--- config.mk ---
export PLATFORM = sky130hd
export DESIGN_NAME = alu_issue_stage
export DESIGN_NICKNAME = d
export VERILOG_FILES = /design/src/rtl/alu_issue_stage.sv
export SDC_FILE = /design/constraint.sdc
export NUM_CORES = 1
export LEC_CHECK = 0
export CAP_MARGIN = 5
export CELL_PAD_IN_SITES_DETAIL_PLACEMENT = 1
export CELL_PAD_IN_SITES_GLOBAL_PLACEMENT = 2
export CORE_ASPECT_RATIO = 0.75
export CORE_UTILIZATION = 20
export CTS_CLUSTER_DIAMETER = 40
export DETAILED_ROUTE_END_ITERATION = 7
export PLACE_DENSITY = 0.79
export SETUP_SLACK_MARGIN = 0.3
export SLEW_MARGIN = 5
export SYNTH_ARGS = -nofsm -noshare
export SYNTH_HDL_FRONTEND = slang
export SYNTH_SLANG_ARGS = --single-unit
export TNS_END_PERCENT = 50
--- constraint.sdc ---
create_clock -name clk -period 2.2 [get_ports clk]
set_clock_uncertainty 0.15 [all_clocks]
set_input_delay 0.33 -clock clk [delete_from_list [all_inputs] [get_ports clk]]
set_output_delay 0.33 -clock clk [all_outputs]
set_load 0.1 [all_outputs]
--- src/rtl/alu_issue_stage.sv ---
// Decode a MIPS ALU/memory/branch instruction into registered ALU issue controls.
// Latency: one cycle from capture to outputs; illegal encodings issue as marked no-ops.
// Backpressure: stall freezes every output register and the upstream stage holds its input.
module alu_issue_stage #(
  parameter logic [3:0] OP_AND = 4'b0000,
  parameter logic [3:0] OP_OR  = 4'b0001,
  parameter logic [3:0] OP_ADD = 4'b0010,
  parameter logic [3:0] OP_SUB = 4'b0110,
  parameter logic [3:0] OP_SLT = 4'b0111,
  parameter logic [3:0] OP_NOR = 4'b1100
) (
  input  logic        clk,
  input  logic        rst,
  input  logic        in_valid,
  input  logic [31:0] instr,
  input  logic [31:0] rs_data,
  input  logic [31:0] rt_data,
  input  logic        stall,
  input  logic        flush,
  output logic        out_valid,
  output logic [31:0] alu_a,
  output logic [31:0] alu_b,
  output logic [3:0]  alu_op,
  output logic [4:0]  dest_reg,
  output logic        reg_write,
  output logic        illegal,
  output logic [7:0]  illegal_cnt
);

  logic [5:0]  opcode;
  logic [5:0]  funct;
  logic [4:0]  rt_idx;
  logic [4:0]  rd_idx;
  logic [31:0] imm_sext;
  logic [31:0] imm_zext;

  assign opcode   = instr[31:26];
  assign funct    = instr[5:0];
  assign rt_idx   = instr[20:16];
  assign rd_idx   = instr[15:11];
  assign imm_sext = {{16{instr[15]}}, instr[15:0]};
  assign imm_zext = {16'h0000, instr[15:0]};

  logic        dec_illegal;
  logic        dec_wr;
  logic [3:0]  dec_op;
  logic [31:0] dec_a;
  logic [31:0] dec_b;
  logic [4:0]  dec_dest;

  always_comb begin
    dec_illegal = 1'b0;
    dec_wr      = 1'b0;
    dec_op      = OP_AND;
    dec_a       = rs_data;
    dec_b       = 32'h0;
    dec_dest    = 5'd0;
    // All-zero word is the canonical nop: the defaults above already describe it.
    if (instr != 32'h0) begin
      case (opcode)
        6'h00: begin
          dec_b    = rt_data;
          dec_dest = rd_idx;
          dec_wr   = 1'b1;
          case (funct)
            6'h20:   dec_op = OP_ADD;
            6'h22:   dec_op = OP_SUB;
            6'h24:   dec_op = OP_AND;
            6'h25:   dec_op = OP_OR;
            6'h27:   dec_op = OP_NOR;
            6'h2A:   dec_op = OP_SLT;
            default: dec_illegal = 1'b1;
          endcase
        end
        6'h08: begin dec_op = OP_ADD; dec_b = imm_sext; dec_dest = rt_idx; dec_wr = 1'b1; end
        6'h0A: begin dec_op = OP_SLT; dec_b = imm_sext; dec_dest = rt_idx; dec_wr = 1'b1; end
        6'h0C: begin dec_op = OP_AND; dec_b = imm_zext; dec_dest = rt_idx; dec_wr = 1'b1; end
        6'h0D: begin dec_op = OP_OR;  dec_b = imm_zext; dec_dest = rt_idx; dec_wr = 1'b1; end
        6'h23: begin dec_op = OP_ADD; dec_b = imm_sext; dec_dest = rt_idx; dec_wr = 1'b1; end
        6'h2B: begin dec_op = OP_ADD; dec_b = imm_sext; end
        6'h04: begin dec_op = OP_SUB; dec_b = rt_data; end
        default: dec_illegal = 1'b1;
      endcase
    end
    if (dec_illegal) begin
      dec_wr   = 1'b0;
      dec_op   = OP_AND;
      dec_a    = 32'h0;
      dec_b    = 32'h0;
      dec_dest = 5'd0;
    end
  end

  always_ff @(posedge clk) begin
    if (rst) begin
      out_valid   <= 1'b0;
      alu_a       <= 32'h0;
      alu_b       <= 32'h0;
      alu_op      <= OP_AND;
      dest_reg    <= 5'd0;
      reg_write   <= 1'b0;
      illegal     <= 1'b0;
      illegal_cnt <= 8'd0;
    end else if (flush) begin
      // The illegal count is history, not stage contents, so a flush keeps it.
      out_valid <= 1'b0;
      alu_a     <= 32'h0;
      alu_b     <= 32'h0;
      alu_op    <= OP_AND;
      dest_reg  <= 5'd0;
      reg_write <= 1'b0;
      illegal   <= 1'b0;
    end else if (!stall) begin
      if (in_valid) begin
        out_valid <= 1'b1;
        alu_a     <= dec_a;
        alu_b     <= dec_b;
        alu_op    <= dec_op;
        dest_reg  <= dec_dest;
        reg_write <= dec_wr;
        illegal   <= dec_illegal;
        if (dec_illegal && illegal_cnt != 8'hFF) begin
          illegal_cnt <= illegal_cnt + 8'd1;
        end
      end else begin
        out_valid <= 1'b0;
        alu_a     <= 32'h0;
        alu_b     <= 32'h0;
        alu_op    <= OP_AND;
        dest_reg  <= 5'd0;
        reg_write <= 1'b0;
        illegal   <= 1'b0;
      end
    end
  end

endmodule

Word level (Yosys, flattened, before mapping)
Cells that the tools add are included.

Flip-flop bits (word level): 84. Bits in latches: 0. Bits in writable memories: 0. Memory bits (read-only): 0. Output and inout bits: 84. Word-level logic and storage cells: 62. Memories: 0.

$add $sub $neg: 1. $mul: 0. Div/mod/pow operators: 0. Order comparisons: 0. Equal/unequal tests: 14. Shift-type cells: 0. Mux-type cells: 24. Bitwise gates (word level): 2. Reduce and logical (&&, ||, !) cells: 13.

Operator list (number): $mux 32 (5); $pmux 32 s3 (1); $eq 6x6->1 const B (8); $pmux 4 s5 (2); $reduce_bool 32->1 (1); $eq 6x4->1 const B (4); $mux 5 (3); $mux 4 (3); $reduce_or 6->1 (2); $pmux 5 s2 (1); $add 8x1->8 const B (1); $mux 1 (8); $ne 8x8->1 const B (1); $reduce_or 7->1 (1); $eq 6x3->1 const B (1); $logic_not 6->1 (1); $reduce_or 2->1 (3); $reduce_or 5->1 (1); $reduce_and 4->1 (1); $reduce_or 4->1 (1); $reduce_or 3->1 (1); $not 1->1 (2); $pmux 1 s2 (1); $logic_and 1x1->1 (1).

Depth between registers and ports, before layout
Word-level depth: 7. Depth in mapped cells: 9.

Worst setup path before layout
No wires, ideal clock.

Path type: register to register. Start: reg illegal_cnt[0]. End: reg illegal_cnt[5]. Arrival time: 2.521 ns. Data required time: 1.927 ns. Slack: -0.595 ns. Cell stages (with the launch flop): 8. Path buffers: 1. Clock period less this slack: 2.795 ns. Cells stage by stage: dfxtp_1 ha_1 and3_1 a211o_1 a211o_1 buf_6 nor4_2 mux2_1.

Word-level cells in the longest chain between the ends: 3.

Ends and longest elaborated chain: from (decl) (line 27) `output logic [7:0] illegal_cnt`; from (signal assigned) (line 123) `illegal_cnt <= illegal_cnt + 8'd1;`; parallel branches: the longest is 3 deep, another holds $add 8x1->8.

Several ways; the timed one is not identified. A chain may end at the register's enable or synchronous reset.

Worst setup path after layout
Start: reg illegal_cnt[1]. End: reg illegal_cnt[6].

Same word-level chain as after synthesis.

==> results by group <==
Synthesis
  – Post-synthesis mux area share: 0.005620
  – Yosys cell types: 53
  – Post-Synthesis Cell Area: 3785 um2
  – EDFF count, synth: 0
  – Largest family of logic cells by synthesized area: compound AO/OA/AOI/OAI gates
  – Share of the synthesized area in the top cell type: 0.4443
  – Compound-cell area share of the yosys netlist: 0.3041
  – Post-Syn Nets: 544
  – Post-Synthesis Cells: 442
  – Most used DFF post-synth: dfxtp_1
  – Xor and xnor fraction of the mapped netlist area: 0
  – Mean Syn Cell Area: 8.563 um2
  – Synthesized flop and latch total: 84
  – Adder-cell share of the synthesized area: 0.003306
  – Synth Area in Simple Gates: 0.1788
  – Leading area contributor after synthesis: dfxtp_1
  – Share of flip-flops with an asynchronous set or reset: 0
  – Area contributors post-synth: dfxtp_1 44%, a21oi_1 7.8%, nand2_1 7.3%, o211ai_1 6.3%, o21ai_1 4.0%
  – Sequential share of the synthesized area: 0.4443
  – Yosys warnings: 0

Critical path
  – Startpoint types: flop
  – Maximum fanout along the worst path: 5
  – Worst Setup Path Type: flop to flop
  – Reg2reg end: illegal_cnt[6]
  – Reg-to-reg slack, setup: 0.06 ns
  – Data required, critical path: 2.32 ns
  – Worst reg2reg path startpoint: illegal_cnt[1]
  – CP endpoint kind: flop
  – Arrival time worst endpoint: 2.27 ns
  – Reg2Reg Depth: 7

Clock tree
  – Sinks on the clock net: 84
  – H-tree depth: 3
  – Clock Latency Late Sink: 0.35 ns
  – CTS tree: yes
  – Clock Path Buffers: 2
  – Hold_buf cts: 0
  – Number of CTS-inserted buffers: 9
  – Clk root buf: clkbuf_16
  – Clk pin slew, worst setup/hold paths: 0.07 ns

Routing
  – Antenna Nets Post-Route: 0
  – WL final: 16.65 mm
  – Residual DRC: 0
  – TritonRoute pass-1 iters: 4
  – Vias per cell: 4.637
  – Avg WL per Cell: 17.63 um
  – 1st-iter DRT viols: 239
  – Routed vias: 4377

Floorplan
  – Io pins: 185
  – Core area: 18510 um2
  – Initial Utilization: 0.2045
  – Die X: 160.8 um
  – Die height: 121.1 um
  – Die area: 19480 um2
  – Row count: 43

Timing
  – Setup Viol. Count Final: 0
  – Worst Setup Slack, final: 0.05576 ns
  – Tightest Pin Transition: 0.4122 ns
  – Min Tclk post-route: 2.144 ns
  – Max Slew Vio Count: 0
  – Final Hold Fails: 0
  – Setup_tns: 0 ns
  – Relative slew margins: 0.7252
  – Final period util: 0.9747
  – Hold Slack: 0.2234 ns
  – RSZ-0062 raised after global routing: yes
  – Max Fclk: 0.4664 GHz

Placed design
  – Post-DP HPWL: 11.23 mm
  – Global placement routability congestion: 0.7957
  – Pre-CTS setup slack: -0.6290 ns
  – I/O Buffers: 184

Pwr
  – Maximum vdd drop: 0.3168 mV
  – Pwr Density: 512.5 nW/um2
  – Leakage: 0.002724 uW

Run status
  – Outcome: finished clean

Layout
  – Layout cells sized above 1: 0.3601
  – Top flop regs: alu_a (32), alu_b (32), illegal_cnt (8)
  – Number of nets in the layout: 795
  – Layout area overhead: 86.58%
  – Fillers: 2108
  – N_diodes: 0

Global routing
  – Initial antenna violation count: 0
  – Number of global-route vias before repair: 4569
  – First-pass GRT wire length: 25.13 mm
  – Largest net degree at the start of global routing: 41
  – All-Layer GR Usage: 0.1669
  – Congestion Overflow GR: 0

Min path
  – Worst hold start: instr[2]
  – Hold Path Depth: 3
  – Hold crit path type: input port to flop
  – Hold Path End: alu_b[2]

Job
  – MaxCap Viol Count: 0
[per-layer routing]
metal	global-route usage	vias to the layer above	wire length (um)
met5	0	-	0
met4	0.03774	0	163
met3	0.04033	12	725
met2	0.2753	118	7947
met1	0.2194	2121	7811
li1	-	2126	-
[worst max path at each step]
stage | startpoint | end | slack, ns | cells after the start
after detailed placement | instr[2] | illegal_cnt[6] | -0.63 | 7
after global placement | instr[3] | illegal_cnt[4] | -0.50 | 7
after CTS | illegal_cnt[1] | illegal_cnt[6] | 0.0007 | 7
after global routing | illegal_cnt[1] | illegal_cnt[7] | 0.003 | 7
final | illegal_cnt[1] | illegal_cnt[6] | 0.06 | 7
after floorplan | illegal_cnt[1] | illegal_cnt[5] | 0.002 | 7
[final cells by class]
type,count,area [um2],area share
Clock buffer,10,239.0,0.03384
Inverter,3,11.26,0.001595
Multi-Input combinational cell,315,2076,0.2939
Timing Repair Buffer,280,2678,0.3792
Clock inverter,5,52.55,0.007442
Sequential cell,84,1697,0.2403
Tap cell,247,309.0,0.04376
[report_power, final]
group,switching [uW],internal (uW),leakage [uW]
sequential,3.32,1520,0.000681
combinational,259,297,0.00190
clock,637,898,0.000144
total,900,2720,0.00272
[critical path, cell delays in order (launching register included)]
cell,delay [ns]
dfxtp_4,0.35
ha_4,0.15
and3_4,0.16
a211o_1,0.27
a211o_4,0.30
buf_6,0.13
or4_4,0.41
a21oi_2,0.14
[per-stage QoR]
| stage | cells | power (uW) | util | instance area (um2) |
|---|---|---|---|---|
| floorplan | 442 | 1728 | - | 3840 |
| global placement | 898 | 2038 | 0.3328 | 6160 |
| detailed placement | 898 | 2049 | 0.3328 | 6160 |
| CTS | 936 | 3656 | 0.3768 | 6973 |
| global route | 944 | 3758 | 0.3816 | 7062 |
| finish | 944 | 3619 | 0.3816 | 7062 |
[logic make-up (layout without fill, tap and decap cells)]
kind of cell	count (synthesis)	in the layout
flip-flops	84	84
multiplexers	2	2
buffers and inverters	43	298
AND/OR/NAND/NOR	133	133
AO/OA/AOI/OAI	179	179
adder cells (fa/ha/maj)	1	1
[what timing repair did]
item,CTS,global route
gates resized for setup,95,25
setup endpoints to repair,83,83
setup buffers,15,8
pin swaps,27,23
cloned,8,0
[placed cells by master, fill, tap and decap left out, types with 11 or more instances in the layout]
cell type	instances
o211ai_1	32
o21ai_1	29
a21oi_1	54
buf_4	150
a22o_1	11
dlygate4sd2_1	16
nand2_1	74
clkdlybuf4s50_1	70
a22oi_1	16
buf_12	13
dfxtp_1	76
[cells in the mapped netlist (3+ instances only)]
| cell type | count |
|---|---|
| nor2b_1 | 3 |
| inv_1 | 3 |
| o21ai_1 | 30 |
| dfxtp_1 | 84 |
| and3b_1 | 3 |
| o21ai_0 | 8 |
| and2_1 | 3 |
| nor2_1 | 9 |
| nand3_1 | 5 |
| buf_1 | 4 |
| o31ai_1 | 8 |
| and3_1 | 4 |
| buf_6 | 8 |
| a21oi_1 | 59 |
| a22oi_1 | 16 |
| nand2_1 | 74 |
| nor4_1 | 6 |
| nand2b_1 | 5 |
| o211ai_1 | 32 |
| clkbuf_1 | 22 |
| buf_4 | 5 |
| or4_1 | 5 |
| a22o_1 | 11 |
Power figures use the tool's default switching activity.
